**config.mk**
```make
export PLATFORM = sky130hd
export DESIGN_NAME = chan_cmd_dispatcher_flat
export DESIGN_NICKNAME = d
export VERILOG_FILES = /design/src/rtl/cmd_pkg.sv /design/src/rtl/chan_cmd_dispatcher_if.sv /design/src/rtl/cmd_pkt_buf.sv /design/src/rtl/chan_cmd_dispatcher.sv /design/src/flat_wrapper.sv
export SDC_FILE = /design/constraint.sdc
export NUM_CORES = 1
export LEC_CHECK = 0
export BUFFER_PORTS_ARGS = -buffer_cell sky130_fd_sc_hd__buf_2
export CORE_ASPECT_RATIO = 2
export CORE_UTILIZATION = 35
export CTS_CLUSTER_DIAMETER = 200
export DETAILED_ROUTE_END_ITERATION = 10
export SYNTH_ARGS = -nofsm -noshare
export SYNTH_HDL_FRONTEND = slang
export SYNTH_SLANG_ARGS = --single-unit
```
**constraint.sdc**
```tcl
create_clock -name clk -period 3.1 [get_ports clk]
set_input_delay 0.465 -clock clk [delete_from_list [all_inputs] [get_ports clk]]
set_output_delay 0.465 -clock clk [all_outputs]
set_load 0.05 [all_outputs]
```
**src/rtl/cmd_pkg.sv**
```systemverilog
// cmd_pkg: shared command-path state encoding, packet geometry and word-slot indices.
//   No ports; imported by the dispatcher, its buffer users and the command manager.
package cmd_pkg;
   typedef enum logic [1:0] {IDLE, FILL, DROP, DRAIN} state_e;
   localparam int CMD_PKT_WORDS = 4;
   localparam int DEST_W        = 4;
   localparam int CSN           = 0;
   localparam int CC            = 1;
   localparam int REG_NUM       = 2;
   localparam int VALUE         = 3;
endpackage

```
**src/rtl/chan_cmd_dispatcher_if.sv**
```systemverilog
// chan_cmd_dispatcher_if: command stream in (s_*) and shared channel bus out (m_*).
//   master: upstream command manager plus channel ready side (drives s_*, m_ready)
//   slave : dispatcher (drives s_ready, m_data, m_last, m_valid)
interface chan_cmd_dispatcher_if #(parameter int NUM_CHAN = 5);
   import cmd_pkg::*;
   logic [31:0]         s_data;
   logic [DEST_W-1:0]   s_dest;
   logic                s_last;
   logic                s_valid;
   logic                s_ready;
   logic [31:0]         m_data;
   logic                m_last;
   logic [NUM_CHAN-1:0] m_valid;
   logic [NUM_CHAN-1:0] m_ready;
   modport master (output s_data, s_dest, s_last, s_valid, m_ready,
                   input  s_ready, m_data, m_last, m_valid);
   modport slave  (input  s_data, s_dest, s_last, s_valid, m_ready,
                   output s_ready, m_data, m_last, m_valid);
endinterface

```
**src/rtl/cmd_pkt_buf.sv**
```systemverilog
// cmd_pkt_buf: DEPTH x 32 packet register file, cleared on reset.
//   clk, rst_n       : clock, async active-low reset
//   we, waddr, wdata : synchronous write port
//   raddr, rdata     : asynchronous read port
module cmd_pkt_buf #(
   parameter int DEPTH = 4,
   parameter int AW    = 2
) (
   input  logic          clk,
   input  logic          rst_n,
   input  logic          we,
   input  logic [AW-1:0] waddr,
   input  logic [31:0]   wdata,
   input  logic [AW-1:0] raddr,
   output logic [31:0]   rdata
);
   logic [31:0] mem [DEPTH];
   assign rdata = mem[raddr];
   always_ff @(posedge clk or negedge rst_n)
      if (!rst_n)
         for (int i = 0; i < DEPTH; i++) mem[i] <= '0;
      else if (we)
         mem[waddr] <= wdata;
endmodule

```
**src/rtl/chan_cmd_dispatcher.sv**
```systemverilog
// chan_cmd_dispatcher: store-and-forward one command packet to the channel named by its dest.
//   clk, rst_n     : clock, async active-low reset
//   bus (slave)    : s_* command stream in, m_* one-hot-valid channel bus out
//   err_bad_dest   : pulse, packet dropped because dest >= NUM_CHAN
//   err_overlength : pulse, packet dropped because it exceeded MAX_WORDS
//   pkt_count      : wrapping count of forwarded packets
module chan_cmd_dispatcher
   import cmd_pkg::*;
#(
   parameter int NUM_CHAN  = 5,
   parameter int MAX_WORDS = 4,
   parameter int CNT_W     = 16
) (
   input  logic                 clk,
   input  logic                 rst_n,
   chan_cmd_dispatcher_if.slave bus,
   output logic                 err_bad_dest,
   output logic                 err_overlength,
   output logic [CNT_W-1:0]     pkt_count
);
   localparam int AW = $clog2(MAX_WORDS);
   localparam int PW = AW + 1;
   localparam logic [1:0] S_IDLE  = IDLE;
   localparam logic [1:0] S_FILL  = FILL;
   localparam logic [1:0] S_DROP  = DROP;
   localparam logic [1:0] S_DRAIN = DRAIN;
   logic [1:0]        state;
   logic [PW-1:0]     wr_ptr, rd_ptr;
   logic [DEST_W-1:0] dest, dst;
   logic [31:0]       rdata;
   logic              drain, s_hs, m_hs, we;
   assign drain = state == S_DRAIN;
   assign bus.s_ready = !drain;
   assign s_hs = bus.s_valid & bus.s_ready;
   assign we = s_hs & (state == S_IDLE | state == S_FILL);
   // dest is only taken from the first word; later words use the latched copy
   assign dst = state == S_IDLE ? bus.s_dest : dest;
   // wr_ptr keeps the packet length while draining
   assign bus.m_last = drain && rd_ptr == wr_ptr - PW'(1);
   assign bus.m_data = drain ? rdata : '0;
   assign m_hs = |(bus.m_valid & bus.m_ready);
   always_comb begin
      bus.m_valid = '0;
      for (int c = 0; c < NUM_CHAN; c++) bus.m_valid[c] = drain && dest == DEST_W'(c);
   end
   cmd_pkt_buf #(.DEPTH(MAX_WORDS), .AW(AW)) u_buf (
      .clk   (clk),
      .rst_n (rst_n),
      .we    (we),
      .waddr (wr_ptr[AW-1:0]),
      .wdata (bus.s_data),
      .raddr (rd_ptr[AW-1:0]),
      .rdata (rdata)
   );
   always_ff @(posedge clk or negedge rst_n)
      if (!rst_n) begin
         state          <= S_IDLE;
         wr_ptr         <= '0;
         rd_ptr         <= '0;
         dest           <= '0;
         err_bad_dest   <= 1'b0;
         err_overlength <= 1'b0;
         pkt_count      <= '0;
      end else begin
         err_bad_dest   <= 1'b0;
         err_overlength <= 1'b0;
         if (we) begin
            dest   <= dst;
            wr_ptr <= wr_ptr + PW'(1);
            if (bus.s_last) begin
               rd_ptr <= '0;
               if (32'(dst) >= NUM_CHAN) begin
                  err_bad_dest <= 1'b1;
                  wr_ptr       <= '0;
                  state        <= S_IDLE;
               end else
                  state <= S_DRAIN;
            end else if (wr_ptr == PW'(MAX_WORDS - 1)) begin
               // buffer full and still no last: discard the rest of this packet
               err_overlength <= 1'b1;
               wr_ptr         <= '0;
               state          <= S_DROP;
            end else
               state <= S_FILL;
         end
         if (state == S_DROP && s_hs && bus.s_last) state <= S_IDLE;
         if (m_hs) begin
            rd_ptr <= rd_ptr + PW'(1);
            if (bus.m_last) begin
               pkt_count <= pkt_count + CNT_W'(1);
               wr_ptr    <= '0;
               state     <= S_IDLE;
            end
         end
      end
endmodule

```
**src/flat_wrapper.sv**
```systemverilog
// flat-port wrapper written by rule: the top's interface ports become plain ports
module chan_cmd_dispatcher_flat import cmd_pkg::*;
#(
   parameter int NUM_CHAN  = 5,
   parameter int MAX_WORDS = 4,
   parameter int CNT_W     = 16
)
  (clk, rst_n, err_bad_dest, err_overlength, pkt_count, bus_s_data, bus_s_dest, bus_s_last, bus_s_valid, bus_m_ready, bus_s_ready, bus_m_data, bus_m_last, bus_m_valid);
  chan_cmd_dispatcher_if #(.NUM_CHAN(NUM_CHAN)) bus_i ();
  input  logic clk;
  input  logic rst_n;
  output logic err_bad_dest;
  output logic err_overlength;
  output logic [CNT_W-1:0] pkt_count;
  input wire logic [$bits(bus_i.s_data)-1:0] bus_s_data;
  input wire logic [$bits(bus_i.s_dest)-1:0] bus_s_dest;
  input wire logic [$bits(bus_i.s_last)-1:0] bus_s_last;
  input wire logic [$bits(bus_i.s_valid)-1:0] bus_s_valid;
  input wire logic [$bits(bus_i.m_ready)-1:0] bus_m_ready;
  output wire logic [$bits(bus_i.s_ready)-1:0] bus_s_ready;
  output wire logic [$bits(bus_i.m_data)-1:0] bus_m_data;
  output wire logic [$bits(bus_i.m_last)-1:0] bus_m_last;
  output wire logic [$bits(bus_i.m_valid)-1:0] bus_m_valid;
  assign bus_i.s_data = bus_s_data;
  assign bus_i.s_dest = bus_s_dest;
  assign bus_i.s_last = bus_s_last;
  assign bus_i.s_valid = bus_s_valid;
  assign bus_i.m_ready = bus_m_ready;
  assign bus_s_ready = bus_i.s_ready;
  assign bus_m_data = bus_i.m_data;
  assign bus_m_last = bus_i.m_last;
  assign bus_m_valid = bus_i.m_valid;
  chan_cmd_dispatcher #(.NUM_CHAN(NUM_CHAN), .MAX_WORDS(MAX_WORDS), .CNT_W(CNT_W)) u_core (.clk(clk), .rst_n(rst_n), .bus(bus_i), .err_bad_dest(err_bad_dest), .err_overlength(err_overlength), .pkt_count(pkt_count));
endmodule
```
==> flow_metrics.env <==
export IMPL_status="finished clean"
export IMPL_skew_ns=0.00890
export IMPL_yosysWarnings=0
export IMPL_die_height_microns=209
export IMPL_root_buffer="clkbuf_16"
export IMPL_start_kind="flop"
export IMPL_num_rows=75
export IMPL_vias_per_cell=5.11
export IMPL_pwr_density_cell_nw_per_um2=1080
export IMPL_area_delta_synth_final_pct=19.3
export IMPL_clock_latency_ns=0.43
export IMPL_synth_nets=558
export IMPL_path_delay_family="buffers and inverters"
export IMPL_drtAntennaViolNets=0
export IMPL_vias=4556
export IMPL_utilization_pct=42.7
export IMPL_max_freq_mhz=361
export IMPL_cts_buffer_depth=2
export IMPL_yosysMostFrequentCell="dfrtp_1"
export IMPL_synth_edf_count=0
export IMPL_drt_pass1_iter_count=4
export IMPL_drcViolationCount=0
export IMPL_reg2reg_from="u_core.wr_ptr[0]"
export IMPL_crit_chain="inv_1, ha_1, xnor3_2, nand4_4, inv_1, buf_2"
export IMPL_crit_path_max_fanout=7
export IMPL_cell_internal_pwr_mw=6.26
export IMPL_cp_num_buf_inv=3
export IMPL_h_tree_depth=4
export IMPL_synth_top_area_share_pct=52.5
export IMPL_drv_slew=0
export IMPL_cts_tree="built"
export IMPL_grtUsageMet3_pct=4.10
export IMPL_grtUsageMet1_pct=17.6
export IMPL_start_util_pct=35.8
export IMPL_syn_cell_area_sq_um=7530
export IMPL_finalNetCount=662
export IMPL_yosys_most_used_dff="dfrtp_1"
export IMPL_post_place_cells=859
export IMPL_p_clk_share_pct=23.3
export IMPL_hold_violations=0
export IMPL_worstReg2RegEnd="u_core.pkt_count[5]"
export IMPL_ir_drop_mv=0.371
export IMPL_met2_usage_pct=30.0
export IMPL_grt_busiest_layer="met2"
export IMPL_p_sw_mw=3.41
export IMPL_ys_types=48
export IMPL_min_path_type="input pin to asynchronous set/reset pin"
export IMPL_synth_common_cells="158 x dfrtp_1, 132 x mux2_2, 33 x and2_1, 33 x mux4_2"
export IMPL_path_class="flop to output pin"
export IMPL_synthCells=505
export IMPL_worst_pin_slew_ns=0.770
export IMPL_synth_seq_cells=158
export IMPL_p_sw_share_pct=35.3
export IMPL_die_area_sq_um=22100
export IMPL_postCtsSetupRepairBufs=0
export IMPL_rr_worst_depth=7
export IMPL_gp_congestion=0.767
export IMPL_grt_pass1_wl_microns=27200
export IMPL_finalNonFillerCells=891
export IMPL_grtUsageTotal_pct=16.3
export IMPL_die_w_microns=106
export IMPL_p_leak_nw=4.13
export IMPL_worst_slew_margin_rel_pct=48.6
export IMPL_io_buffers=101
export IMPL_maxCapViolations=0
export IMPL_crit_slowest_cell="dfrtp_1"
export IMPL_required_ns=2.63
export IMPL_antenna_found_initial=1
export IMPL_hold_buffers=0
export IMPL_p_total_mw=9.67
export IMPL_yosysTopAreaCell="dfrtp_1"
export IMPL_dp_hpwl_microns=11400
export IMPL_grt_max_degree=84
export IMPL_period_needed_ns=2.77
export IMPL_core_sq_um=21000
export IMPL_crit_top_cell="inv_1"
export IMPL_crit_path_end_kind="output pin"
export IMPL_grt_pass1_vias=5156
export IMPL_p_seq_share_pct=36.6
export IMPL_clk_pin_slew_ns=0.06
export IMPL_syn_area_per_cell_sq_um=14.9
export IMPL_fin_setup_tns_ns=0
export IMPL_cts_sinks=158
export IMPL_whs_ns=0.0671
export IMPL_cts_resized=0
export IMPL_async_flop_share_pct=100
export IMPL_finalWirelength_microns=16600
export IMPL_numCtsBuffers=17
export IMPL_rsz0062_at_grt="no"
export IMPL_comb_power_share_pct=40.1
export IMPL_crit_arrival_ns=2.31
export IMPL_grt_overflow=0
export IMPL_initialDrtViolationCount=146
export IMPL_num_antenna_cells=0
export IMPL_wl_per_cell_microns=18.6
export IMPL_ys_seq_area_share_pct=52.5
export IMPL_drive_above_1_share_pct=53.9
export IMPL_setup_violations=0
export IMPL_fillers=2033
export IMPL_synthTopCellsByArea="dfrtp_1 53%, mux2_2 20%, mux4_2 9.9%, and2_1 2.7%, xor2_1 1.7%"
export IMPL_boundaryPins=102
export IMPL_ff2ff_setup_slack_ns=0.75
export IMPL_max_stage_delay_ns=0.49
export IMPL_period_share_pct=89.4
[power by group through the flow]
stage / Clock (mW) / Sequential [mW] / Combinational (mW)
2_1_floorplan: 0 / 3.35 / 3.19
3_3_place_gp: 0 / 3.45 / 3.83
3_5_place_dp: 0 / 3.58 / 3.94
4_1_cts: 2.32 / 3.54 / 3.95
5_1_grt: 2.40 / 3.64 / 4.15
6_report: 2.25 / 3.54 / 3.88
[metrics by stage]
step / instance area (sq um) / worst slack (ns)
6_report: 8980 / 0.328
4_1_cts: 8980 / 0.273
3_3_place_gp: 8340 / 0.802
2_1_floorplan: 7530 / 0.731
5_1_grt: 8980 / 0.182
3_5_place_dp: 8340 / 0.731
[area by class of cell]
cell class	count	area (sq um)	share of cell area, %
Multi-Input combinational cell	309	3370	37.5
Clock buffer	21	450	5.01
Timing Repair Buffer	114	647	7.20
Clock inverter	11	189	2.10
Sequential cell	158	3960	44.0
Tap cell	269	337	3.75
Inverter	9	33.8	0.376
[logic make-up (layout without fill, tap and decap cells)]
kind of cell | after synthesis | after routing | synth area share [%]
adder cells (fa/ha/maj) | 8 | 8 | 1.33
AND/OR/NAND/NOR | 99 | 99 | 8.73
buffers and inverters | 38 | 155 | 2.84
AO/OA/AOI/OAI | 18 | 18 | 1.96
multiplexers | 166 | 166 | 29.8
XOR/XNOR | 18 | 18 | 2.79
flip-flops | 158 | 158 | 52.5
[flip-flops by register name, summed over array words and instances, names as in the netlist]
signal / cells
u_core.rd_ptr: 3
u_core.dest: 4
u_core.err_bad_dest: 1
u_core.wr_ptr: 3
u_core.pkt_count: 16
u_core.u_buf.mem: 128
u_core.err_overlength: 1
u_core.state: 2
[per-layer routing]
metal / routed length (microns) / vias to the layer above
met2: 9360 / 84
met4: 297 / 0
met3: 568 / 17
met1: 6380 / 2406
met5: 0 / -
li1: - / 2049
[cells in the final DEF, fill, tap and decap left out, types with 10 or more instances in the layout]
cell type / count
xor2_1: 15
mux4_2: 33
clkbuf_16: 17
and2_1: 33
dfrtp_1: 156
mux2_2: 132
nor4_2: 10
buf_4: 10
buf_2: 100
[how the worst max path moves through the flow]
stage / startpoint / to / slack (ns) / cells after the start
floorplan: u_core.state[1] / bus_m_valid[1] / 0.73 / 3
global placement: u_core.wr_ptr[0] / bus_m_last / 0.80 / 6
CTS: u_core.wr_ptr[0] / bus_m_last / 0.27 / 6
global route: u_core.state[1] / bus_m_last / 0.18 / 4
detailed placement: u_core.wr_ptr[0] / u_core.pkt_count[9] / 0.73 / 7
finish: u_core.wr_ptr[0] / bus_m_last / 0.33 / 6
Note: power is estimated with default switching activity, not from simulation.
